File: config.mk
export PLATFORM = sky130hd
export DESIGN_NAME = pipe_control_unit_flat
export DESIGN_NICKNAME = d
export VERILOG_FILES = /design/src/rtl/pipe_control_unit_if.sv /design/src/rtl/pipe_control_unit.sv /design/src/flat_wrapper.sv
export SDC_FILE = /design/constraint.sdc
export NUM_CORES = 1
export LEC_CHECK = 0
export ABC_AREA = 1
export BUFFER_PORTS_ARGS = -buffer_cell sky130_fd_sc_hd__buf_2
export CAP_MARGIN = 20
export CELL_PAD_IN_SITES_DETAIL_PLACEMENT = 0
export CELL_PAD_IN_SITES_GLOBAL_PLACEMENT = 1
export CORE_UTILIZATION = 36
export DETAILED_ROUTE_END_ITERATION = 10
export PLACE_DENSITY = 0.8
export SLEW_MARGIN = 0
export SYNTH_ARGS = -nofsm -noshare
export SYNTH_HDL_FRONTEND = slang
export SYNTH_SLANG_ARGS = --single-unit
File: constraint.sdc
create_clock -name clk -period 1.5 [get_ports clk]
set_clock_uncertainty 0.1 [all_clocks]
set_input_delay 0 -clock clk [delete_from_list [all_inputs] [get_ports clk]]
set_output_delay 0 -clock clk [all_outputs]
set_load 0.02 [all_outputs]
File: src/rtl/pipe_control_unit_if.sv
// ID-stage inputs and per-stage control outputs of the pipeline control unit.
// The master side is the ID/hazard logic; the slave side is the control unit.
interface pipe_control_unit_if #(
    parameter int unsigned CNT_W = 8
);
    logic [5:0]       op_i;
    logic             id_valid_i;
    logic             stall_i;
    logic             flush_i;
    logic             id_jump_o;
    logic             ex_reg_dst_o;
    logic             ex_alu_src_o;
    logic             ex_mem_read_o;
    logic [1:0]       ex_alu_op_o;
    logic             mem_mem_read_o;
    logic             mem_mem_write_o;
    logic             mem_branch_o;
    logic             mem_branch_ne_o;
    logic             wb_reg_write_o;
    logic             wb_mem_to_reg_o;
    logic [CNT_W-1:0] illegal_cnt_o;

    modport master (
        output op_i, id_valid_i, stall_i, flush_i,
        input  id_jump_o, ex_reg_dst_o, ex_alu_src_o, ex_mem_read_o, ex_alu_op_o,
               mem_mem_read_o, mem_mem_write_o, mem_branch_o, mem_branch_ne_o,
               wb_reg_write_o, wb_mem_to_reg_o, illegal_cnt_o
    );

    modport slave (
        input  op_i, id_valid_i, stall_i, flush_i,
        output id_jump_o, ex_reg_dst_o, ex_alu_src_o, ex_mem_read_o, ex_alu_op_o,
               mem_mem_read_o, mem_mem_write_o, mem_branch_o, mem_branch_ne_o,
               wb_reg_write_o, wb_mem_to_reg_o, illegal_cnt_o
    );
endinterface

File: src/rtl/pipe_control_unit.sv
// Opcode decoder and ID/EX -> EX/MEM -> MEM/WB control-word pipeline for the
// five-stage MIPS core, with stall/flush bubbles and a saturating illegal-opcode counter.
module pipe_control_unit #(
    parameter bit          EXT_EN = 1'b1,
    parameter int unsigned CNT_W  = 8
) (
    input  logic               clk,
    input  logic               rst_n,
    pipe_control_unit_if.slave bus
);

    // Each stage register keeps only the bits still needed downstream.
    typedef struct packed {
        logic reg_write;
        logic mem_to_reg;
    } wb_ctrl_t;

    typedef struct packed {
        logic     mem_read;
        logic     mem_write;
        logic     branch;
        logic     branch_ne;
        wb_ctrl_t wb;
    } m_ctrl_t;

    typedef struct packed {
        logic       reg_dst;
        logic       alu_src;
        logic [1:0] alu_op;
        m_ctrl_t    m;
    } ctrl_t;

    localparam logic [5:0] OP_RTYPE = 6'b000000;
    localparam logic [5:0] OP_LW    = 6'b100011;
    localparam logic [5:0] OP_SW    = 6'b101011;
    localparam logic [5:0] OP_BEQ   = 6'b000100;
    localparam logic [5:0] OP_J     = 6'b000010;
    localparam logic [5:0] OP_BNE   = 6'b000101;
    localparam logic [5:0] OP_ADDI  = 6'b001000;
    localparam logic [5:0] OP_ANDI  = 6'b001100;
    localparam logic [5:0] OP_ORI   = 6'b001101;
    localparam logic [5:0] OP_SLTI  = 6'b001010;

    ctrl_t            dec;
    logic             illegal;
    logic             accept;
    ctrl_t            id_ex_d, id_ex_q;
    m_ctrl_t          ex_mem_q;
    wb_ctrl_t         mem_wb_q;
    logic [CNT_W-1:0] cnt_d, cnt_q;

    // NOTE: every signal gets a default before the case so no path leaves it unassigned (no latch).
    always_comb begin
        dec     = '0;
        illegal = 1'b0;
        unique case (bus.op_i)
            OP_RTYPE: begin
                dec.reg_dst      = 1'b1;
                dec.alu_op       = 2'b10;
                dec.m.wb.reg_write = 1'b1;
            end
            OP_LW: begin
                dec.alu_src         = 1'b1;
                dec.m.mem_read      = 1'b1;
                dec.m.wb.mem_to_reg = 1'b1;
                dec.m.wb.reg_write  = 1'b1;
            end
            OP_SW: begin
                dec.alu_src     = 1'b1;
                dec.m.mem_write = 1'b1;
            end
            OP_BEQ: begin
                dec.alu_op   = 2'b01;
                dec.m.branch = 1'b1;
            end
            OP_J: ;  // jump acts in ID only; the word entering ID/EX stays zero
            OP_BNE: begin
                if (EXT_EN) begin
                    dec.alu_op      = 2'b01;
                    dec.m.branch_ne = 1'b1;
                end else begin
                    illegal = 1'b1;
                end
            end
            OP_ADDI: begin
                if (EXT_EN) begin
                    dec.alu_src        = 1'b1;
                    dec.m.wb.reg_write = 1'b1;
                end else begin
                    illegal = 1'b1;
                end
            end
            OP_ANDI, OP_ORI, OP_SLTI: begin
                if (EXT_EN) begin
                    dec.alu_src        = 1'b1;
                    dec.alu_op         = 2'b11;
                    dec.m.wb.reg_write = 1'b1;
                end else begin
                    illegal = 1'b1;
                end
            end
            default: illegal = 1'b1;
        endcase
    end

    // A stalled instruction is not accepted yet, so it neither advances nor counts.
    assign accept  = bus.id_valid_i & ~bus.stall_i & ~bus.flush_i;
    assign id_ex_d = accept ? dec : '0;
    assign cnt_d   = (accept && illegal && (cnt_q != '1)) ? cnt_q + CNT_W'(1) : cnt_q;

    // NOTE: sequential state uses non-blocking assignments so all three stages shift on the same edge.
    always_ff @(posedge clk) begin
        if (!rst_n) begin
            id_ex_q  <= '0;
            ex_mem_q <= '0;
            mem_wb_q <= '0;
            cnt_q    <= '0;
        end else begin
            id_ex_q  <= id_ex_d;
            ex_mem_q <= id_ex_q.m;
            mem_wb_q <= ex_mem_q.wb;
            cnt_q    <= cnt_d;
        end
    end

    assign bus.id_jump_o       = bus.id_valid_i & (bus.op_i == OP_J);
    assign bus.ex_reg_dst_o    = id_ex_q.reg_dst;
    assign bus.ex_alu_src_o    = id_ex_q.alu_src;
    assign bus.ex_alu_op_o     = id_ex_q.alu_op;
    assign bus.ex_mem_read_o   = id_ex_q.m.mem_read;
    assign bus.mem_mem_read_o  = ex_mem_q.mem_read;
    assign bus.mem_mem_write_o = ex_mem_q.mem_write;
    assign bus.mem_branch_o    = ex_mem_q.branch;
    assign bus.mem_branch_ne_o = ex_mem_q.branch_ne;
    assign bus.wb_reg_write_o  = mem_wb_q.reg_write;
    assign bus.wb_mem_to_reg_o = mem_wb_q.mem_to_reg;
    assign bus.illegal_cnt_o   = cnt_q;

endmodule

File: src/flat_wrapper.sv
// flat-port wrapper written by rule: the top's interface ports become plain ports
module pipe_control_unit_flat 
#(
    parameter bit          EXT_EN = 1'b1,
    parameter int unsigned CNT_W  = 8
)
  (clk, rst_n, bus_op_i, bus_id_valid_i, bus_stall_i, bus_flush_i, bus_id_jump_o, bus_ex_reg_dst_o, bus_ex_alu_src_o, bus_ex_mem_read_o, bus_ex_alu_op_o, bus_mem_mem_read_o, bus_mem_mem_write_o, bus_mem_branch_o, bus_mem_branch_ne_o, bus_wb_reg_write_o, bus_wb_mem_to_reg_o, bus_illegal_cnt_o);
  pipe_control_unit_if #(.CNT_W(CNT_W)) bus_i ();
  input  logic clk;
  input  logic rst_n;
  input wire logic [$bits(bus_i.op_i)-1:0] bus_op_i;
  input wire logic [$bits(bus_i.id_valid_i)-1:0] bus_id_valid_i;
  input wire logic [$bits(bus_i.stall_i)-1:0] bus_stall_i;
  input wire logic [$bits(bus_i.flush_i)-1:0] bus_flush_i;
  output wire logic [$bits(bus_i.id_jump_o)-1:0] bus_id_jump_o;
  output wire logic [$bits(bus_i.ex_reg_dst_o)-1:0] bus_ex_reg_dst_o;
  output wire logic [$bits(bus_i.ex_alu_src_o)-1:0] bus_ex_alu_src_o;
  output wire logic [$bits(bus_i.ex_mem_read_o)-1:0] bus_ex_mem_read_o;
  output wire logic [$bits(bus_i.ex_alu_op_o)-1:0] bus_ex_alu_op_o;
  output wire logic [$bits(bus_i.mem_mem_read_o)-1:0] bus_mem_mem_read_o;
  output wire logic [$bits(bus_i.mem_mem_write_o)-1:0] bus_mem_mem_write_o;
  output wire logic [$bits(bus_i.mem_branch_o)-1:0] bus_mem_branch_o;
  output wire logic [$bits(bus_i.mem_branch_ne_o)-1:0] bus_mem_branch_ne_o;
  output wire logic [$bits(bus_i.wb_reg_write_o)-1:0] bus_wb_reg_write_o;
  output wire logic [$bits(bus_i.wb_mem_to_reg_o)-1:0] bus_wb_mem_to_reg_o;
  output wire logic [$bits(bus_i.illegal_cnt_o)-1:0] bus_illegal_cnt_o;
  assign bus_i.op_i = bus_op_i;
  assign bus_i.id_valid_i = bus_id_valid_i;
  assign bus_i.stall_i = bus_stall_i;
  assign bus_i.flush_i = bus_flush_i;
  assign bus_id_jump_o = bus_i.id_jump_o;
  assign bus_ex_reg_dst_o = bus_i.ex_reg_dst_o;
  assign bus_ex_alu_src_o = bus_i.ex_alu_src_o;
  assign bus_ex_mem_read_o = bus_i.ex_mem_read_o;
  assign bus_ex_alu_op_o = bus_i.ex_alu_op_o;
  assign bus_mem_mem_read_o = bus_i.mem_mem_read_o;
  assign bus_mem_mem_write_o = bus_i.mem_mem_write_o;
  assign bus_mem_branch_o = bus_i.mem_branch_o;
  assign bus_mem_branch_ne_o = bus_i.mem_branch_ne_o;
  assign bus_wb_reg_write_o = bus_i.wb_reg_write_o;
  assign bus_wb_mem_to_reg_o = bus_i.wb_mem_to_reg_o;
  assign bus_illegal_cnt_o = bus_i.illegal_cnt_o;
  pipe_control_unit #(.EXT_EN(EXT_EN), .CNT_W(CNT_W)) u_core (.clk(clk), .rst_n(rst_n), .bus(bus_i));
endmodule
After elaboration in Yosys (flattened, before gate mapping)
Cells that the tools add are included.
{"block": "word_totals", "reg_bits": 24, "input_bits": 11, "output_inout_bits": 20, "wordCells": 50}
{"block": "classes", "addsub": 1, "n_eq_ne": 10, "n_mux": 9, "bitwise": 5, "n_reduce_logical": 9}
{"cell": "$eq 6x4->1 const B", "n": 4}
{"cell": "$eq 6x3->1 const B", "n": 2}
{"cell": "$eq 6x6->1 const B", "n": 2}
{"cell": "$reduce_or 6->1", "n": 2}
{"cell": "$reduce_or 10->1", "n": 1}
{"cell": "$add 8x1->8 const B", "n": 1}
{"cell": "$mux 1", "n": 8}
{"cell": "$ne 8x8->1 const B", "n": 1}
{"cell": "$eq 6x2->1 const B", "n": 1}
{"cell": "$logic_not 6->1", "n": 1}
{"cell": "$pmux 2 s3", "n": 1}
{"cell": "$and 1x1->1", "n": 3}
{"cell": "$reduce_or 3->1", "n": 1}
{"cell": "$logic_and 1x1->1", "n": 2}
{"cell": "$not 1->1", "n": 2}
{"cell": "$reduce_and 2->1", "n": 1}
{"cell": "$reduce_or 2->1", "n": 1}

Depth between registers and ports, before layout
{"block": "depth", "depth_word": 5, "ltp_mapped": 10, "mapped_depth_nobuf": 10}

Least setup slack after synthesis
OpenSTA, ideal clock, no wires.
{"block": "synth_timing", "path_type": "register to register", "from": "reg u_core.cnt_q[0] (netlist: u_core.bus.illegal_cnt_o[0])", "to": "reg u_core.cnt_q[7] (netlist: u_core.bus.illegal_cnt_o[7])", "setup_ns": 0.110, "arrival_ns": 1.347, "required_time_ns": 1.290, "slack_ns": -0.057, "path_stages_with_launch": 11, "n_path_buf": 0, "synth_period_minus_slack_ns": 1.557, "cell_sequence": "dfxtp_1 > ha_1 > nand2_1 > nor2_1 > nand2_1 > nand2_1 > nor2_1 > nand3_1 > nand2_1 > inv_1 > nor2_2"}
{"block": "synth_via", "elab_chain_cells": 2, "elab_cells_between_ends": 3, "classes_between": "add/sub (1); eq/ne (1); reduce/logical (1)"}
{"item": "start: declaration", "line": "pipe_control_unit.sv:50", "text": "logic [CNT_W-1:0] cnt_d, cnt_q;"}
{"item": "start signal: assignment", "line": "pipe_control_unit.sv:122", "text": "cnt_q <= cnt_d;"}
{"item": "branches (longest 2 deep; another with $add 8x1->8)"}
Parallel ways; which one is timed is not known.
A chain may end at the register's enable or synchronous reset.

Worst setup path after layout
{"block": "layout_timing", "from": "in rst_n", "to": "reg u_core.id_ex_q, in the netlist u_core.bus.ex_alu_op_o[1]"}
{"block": "layout_via", "elab_chain_cells": 1}
{"item": "start: declaration", "line": "flat_wrapper.sv:10", "text": "input logic rst_n;"}
{"item": "$reduce_and 2->1 (no source line)"}
{"item": "end signal: assignment", "line": "pipe_control_unit.sv:119", "text": "id_ex_q <= id_ex_d;"}
{"item": "end: declaration", "line": "pipe_control_unit.sv:47", "text": "ctrl_t id_ex_d, id_ex_q;"}
Every way passes these cells.

==> flow_summary.yaml <==
clock_network:
  clk_path_buf_depth: 2
  clkSlewWorstSetupHoldPaths_ps: 140
  cts_tree: "built"
  clock-root-buffer: "clkbuf_4"
  clock_latency_ps: 320
  htreeDepth: 1
  cts_made_buffers: 3
  numClockSinks: 24
global_routing:
  antenna_found_initial: 0
  overflow: 0
  grt_pass1_wl_microns: 4550
  grtUsageTotal_pct: 17.0
  grt_start_max_net_pins: 17
  grt_pass1_vias: 1078
critical_path:
  worst_r2r_startpoint: "u_core.bus.illegal_cnt_o[1]$_SDFFE_PN0P_"
  reg2reg_slack_ps: 100
  crit_path_start: "rst_n"
  end_kind: "register"
  worst-path-max-fanout: 4
  critPathLaunchType: "input port"
  cp.required_ps: 1610
  cp.arrival_ps: 1590
  critical_path_class: "in2reg"
power:
  p_int_uw: 982
  ir_worst_vdd_mv: 0.500
  total_power_uw: 1270
  p_switching_uw: 286
  comb_power_share_pct: 11.7
  clkPwrFrac_pct: 37.1
  power_density_mw_per_mm2: 762
  seqPwrFrac_pct: 51.2
  swShare_pct: 22.5
  power.leakage_uw: 0.000872
floorplan:
  ioPinCount: 31
  dieArea_sq_mm: 0.00347
  initial_core_util_pct: 38.2
  die_w_microns: 58.9
  rows: 20
  core_sq_mm: 0.00305
  dieHeight_microns: 58.9
logic_synthesis:
  yosys_warnings: 0
  netlist_instances: 163
  yosysSeqAreaShare_pct: 41.2
  synth_edf_count: 0
  syn_avg_cell_area_sq_um: 7.15
  synth_nets: 175
  ys_ff_latch: 24
  syn_area_sq_mm: 0.00117
  ys.flop_type: "dfxtp_1"
  yosysUniqueCellTypes: 23
  synth-async-reset-ratio_pct: 0
finish:
  drive_above_1_share_pct: 34.1
  nets: 230
  area_delta_synth_final_pct: 42.6
  instances_no_fill: 261
  diodes: 0
timing:
  worstMarginPinSlew_ps: 263
  setup_viol_count_final: 0
  holdWs_ps: -14.1
  rsz0062_at_grt: "true"
  hold_viol: 1
  drv_slew: 0
  min_period_ps: 1480
  setup_ws_ps: 18.9
  period_share_pct: 98.7
  slew_headroom_pct: 82.4
  fmax_mhz: 675
placed_design:
  dpl.hpwl_microns: 1800
  place.gp.congestion: 0.861
  place_inst: 237
  place_ws_ps: 12.4
  io_buffer_count: 30
worst_hold_path:
  holdCritStartpoint: "bus_op_i[1]"
  hold_class: "in2reg"
route:
  finalWirelength_microns: 2740
  wl_per_cell_microns: 10.5
  route.detailed.drc: 0
  vias_per_cell: 4.59
  antenna_left: 0
  drt_iter0_markers: 50
  vias: 1199
  dr.pass1.iters: 5
status:
  status: "complete, but fails checks"
  violations: "hold timing"
flow_run:
  max_cap_violations: 0
sequential cells by signal (all words and copies together), names as in the netlist:
name,flops
u_core.id_ex_q,4
u_core.bus.ex_mem_read_o,1
u_core.bus.ex_reg_dst_o,1
u_core.bus.wb_mem_to_reg_o,1
u_core.bus.mem_mem_read_o,1
u_core.bus.mem_branch_ne_o,1
u_core.bus.ex_alu_src_o,1
u_core.ex_mem_q,1
u_core.bus.illegal_cnt_o,8
u_core.bus.mem_mem_write_o,1
u_core.bus.wb_reg_write_o,1
u_core.bus.ex_alu_op_o,2
u_core.bus.mem_branch_o,1
power groups by stage:
stage	logic (uW)	clock network, uW	registers (uW)
after floorplan	69.2	0	668
after global placement	109	0	662
after detailed placement	111	0	662
after CTS	131	476	648
after global routing	164	510	651
final	148	470	649
kinds of logic (layout without fill, tap and decap cells):
family	count (synthesis)	after routing	synth area share [%]
AND/OR/NAND/NOR	92	92	38.2
buffers and inverters	39	93	14.9
flip-flops	24	24	41.2
AO/OA/AOI/OAI	6	6	3.86
adder cells (fa/ha/maj)	1	1	1.07
XOR/XNOR	1	1	0.751
path summary, 6_finish.rpt:
path / cells after the start / endpoint
setup / recovery: 7 / u_core.bus.ex_alu_op_o[1]$_SDFF_PN0_
hold / removal: 5 / u_core.bus.ex_mem_read_o$_SDFF_PN0_
setup reg to reg: 8 / u_core.bus.illegal_cnt_o[6]$_SDFFE_PN0P_
hold reg to reg: 2 / u_core.bus.mem_branch_o$_SDFF_PN0_
placed cells by master (no fill, tap or decap), types with 2 or more instances in the layout:
| cell | Yosys | layout |
|---|---|---|
| nand2_2 | 1 | 5 |
| inv_1 | 33 | 33 |
| dfxtp_1 | 24 | 22 |
| nor2_2 | 7 | 9 |
| o21ai_0 | 2 | 2 |
| dlymetal6s4s_1 | 0 | 2 |
| nand3_2 | 3 | 3 |
| dlygate4sd3_1 | 0 | 12 |
| buf_2 | 0 | 29 |
| buf_4 | 3 | 12 |
| nand2_1 | 36 | 32 |
| nor2_4 | 2 | 4 |
| clkbuf_4 | 0 | 3 |
| nor3_1 | 2 | 2 |
| dfxtp_2 | 0 | 2 |
| nand4_1 | 7 | 7 |
| nor2_1 | 18 | 14 |
| nand3_1 | 14 | 14 |
layout make-up:
class                   count  area (sq um)
clock inverters             1          30.0
flip-flops and latches     24           483
clock buffers               3          22.5
well taps                  44          55.1
multi-input cells         100           557
repair buffers             56           392
fillers                   295          1390
inverters                  33           124
critical path, cell delays in order:
cell and delay (ps):
dlygate4sd3_1 530, buf_2 130, nand2_2 120, dlygate4sd3_1 590, inv_1 60, nand2_1 70, o21ai_0 90
synth_stat cells (2+ instances only):
library cell  number  area share, %
nand3_2            3            2.6
nand2_1           36             12
dfxtp_1           24             41
buf_4              3            1.9
buf_6              2            1.9
nor2_4             2            1.9
nor3_1             2           0.86
nor2_2             7            3.8
nand4_1            7            3.8
nor2_1            18            5.8
o21ai_0            2           0.86
inv_1             33             11
nand3_1           14            6.0
repair_timing:
action / in CTS / in global routing
pin swaps: 0 / 4
endpoints found under the hold margin: 12 / 1
setup buffers: 0 / 6
resized for setup: 1 / 16
setup endpoints to repair: 1 / 16
cloned: 0 / 0
hold buffers: 14 / 1
per-stage QoR:
stage | setup TNS, ps | utilization, % | cell area [sq um]
after floorplan | 0 | - | 1170
after global placement | 0 | 44.8 | 1370
after detailed placement | 0 | 44.8 | 1370
after CTS | 0 | 51.2 | 1560
after global routing | -26.7 | 54.5 | 1660
final | 0 | 54.5 | 1660
routing by layer:
layer / vias up / wire [microns] / GRT usage (%)
met4: 0 / 48 / 6.12
met1: 551 / 1170 / 20.5
met5: - / 0 / 0
met3: 6 / 103 / 3.08
li1: 606 / - / -
met2: 36 / 1420 / 30.0
Note: power is estimated with default switching activity, not from simulation.
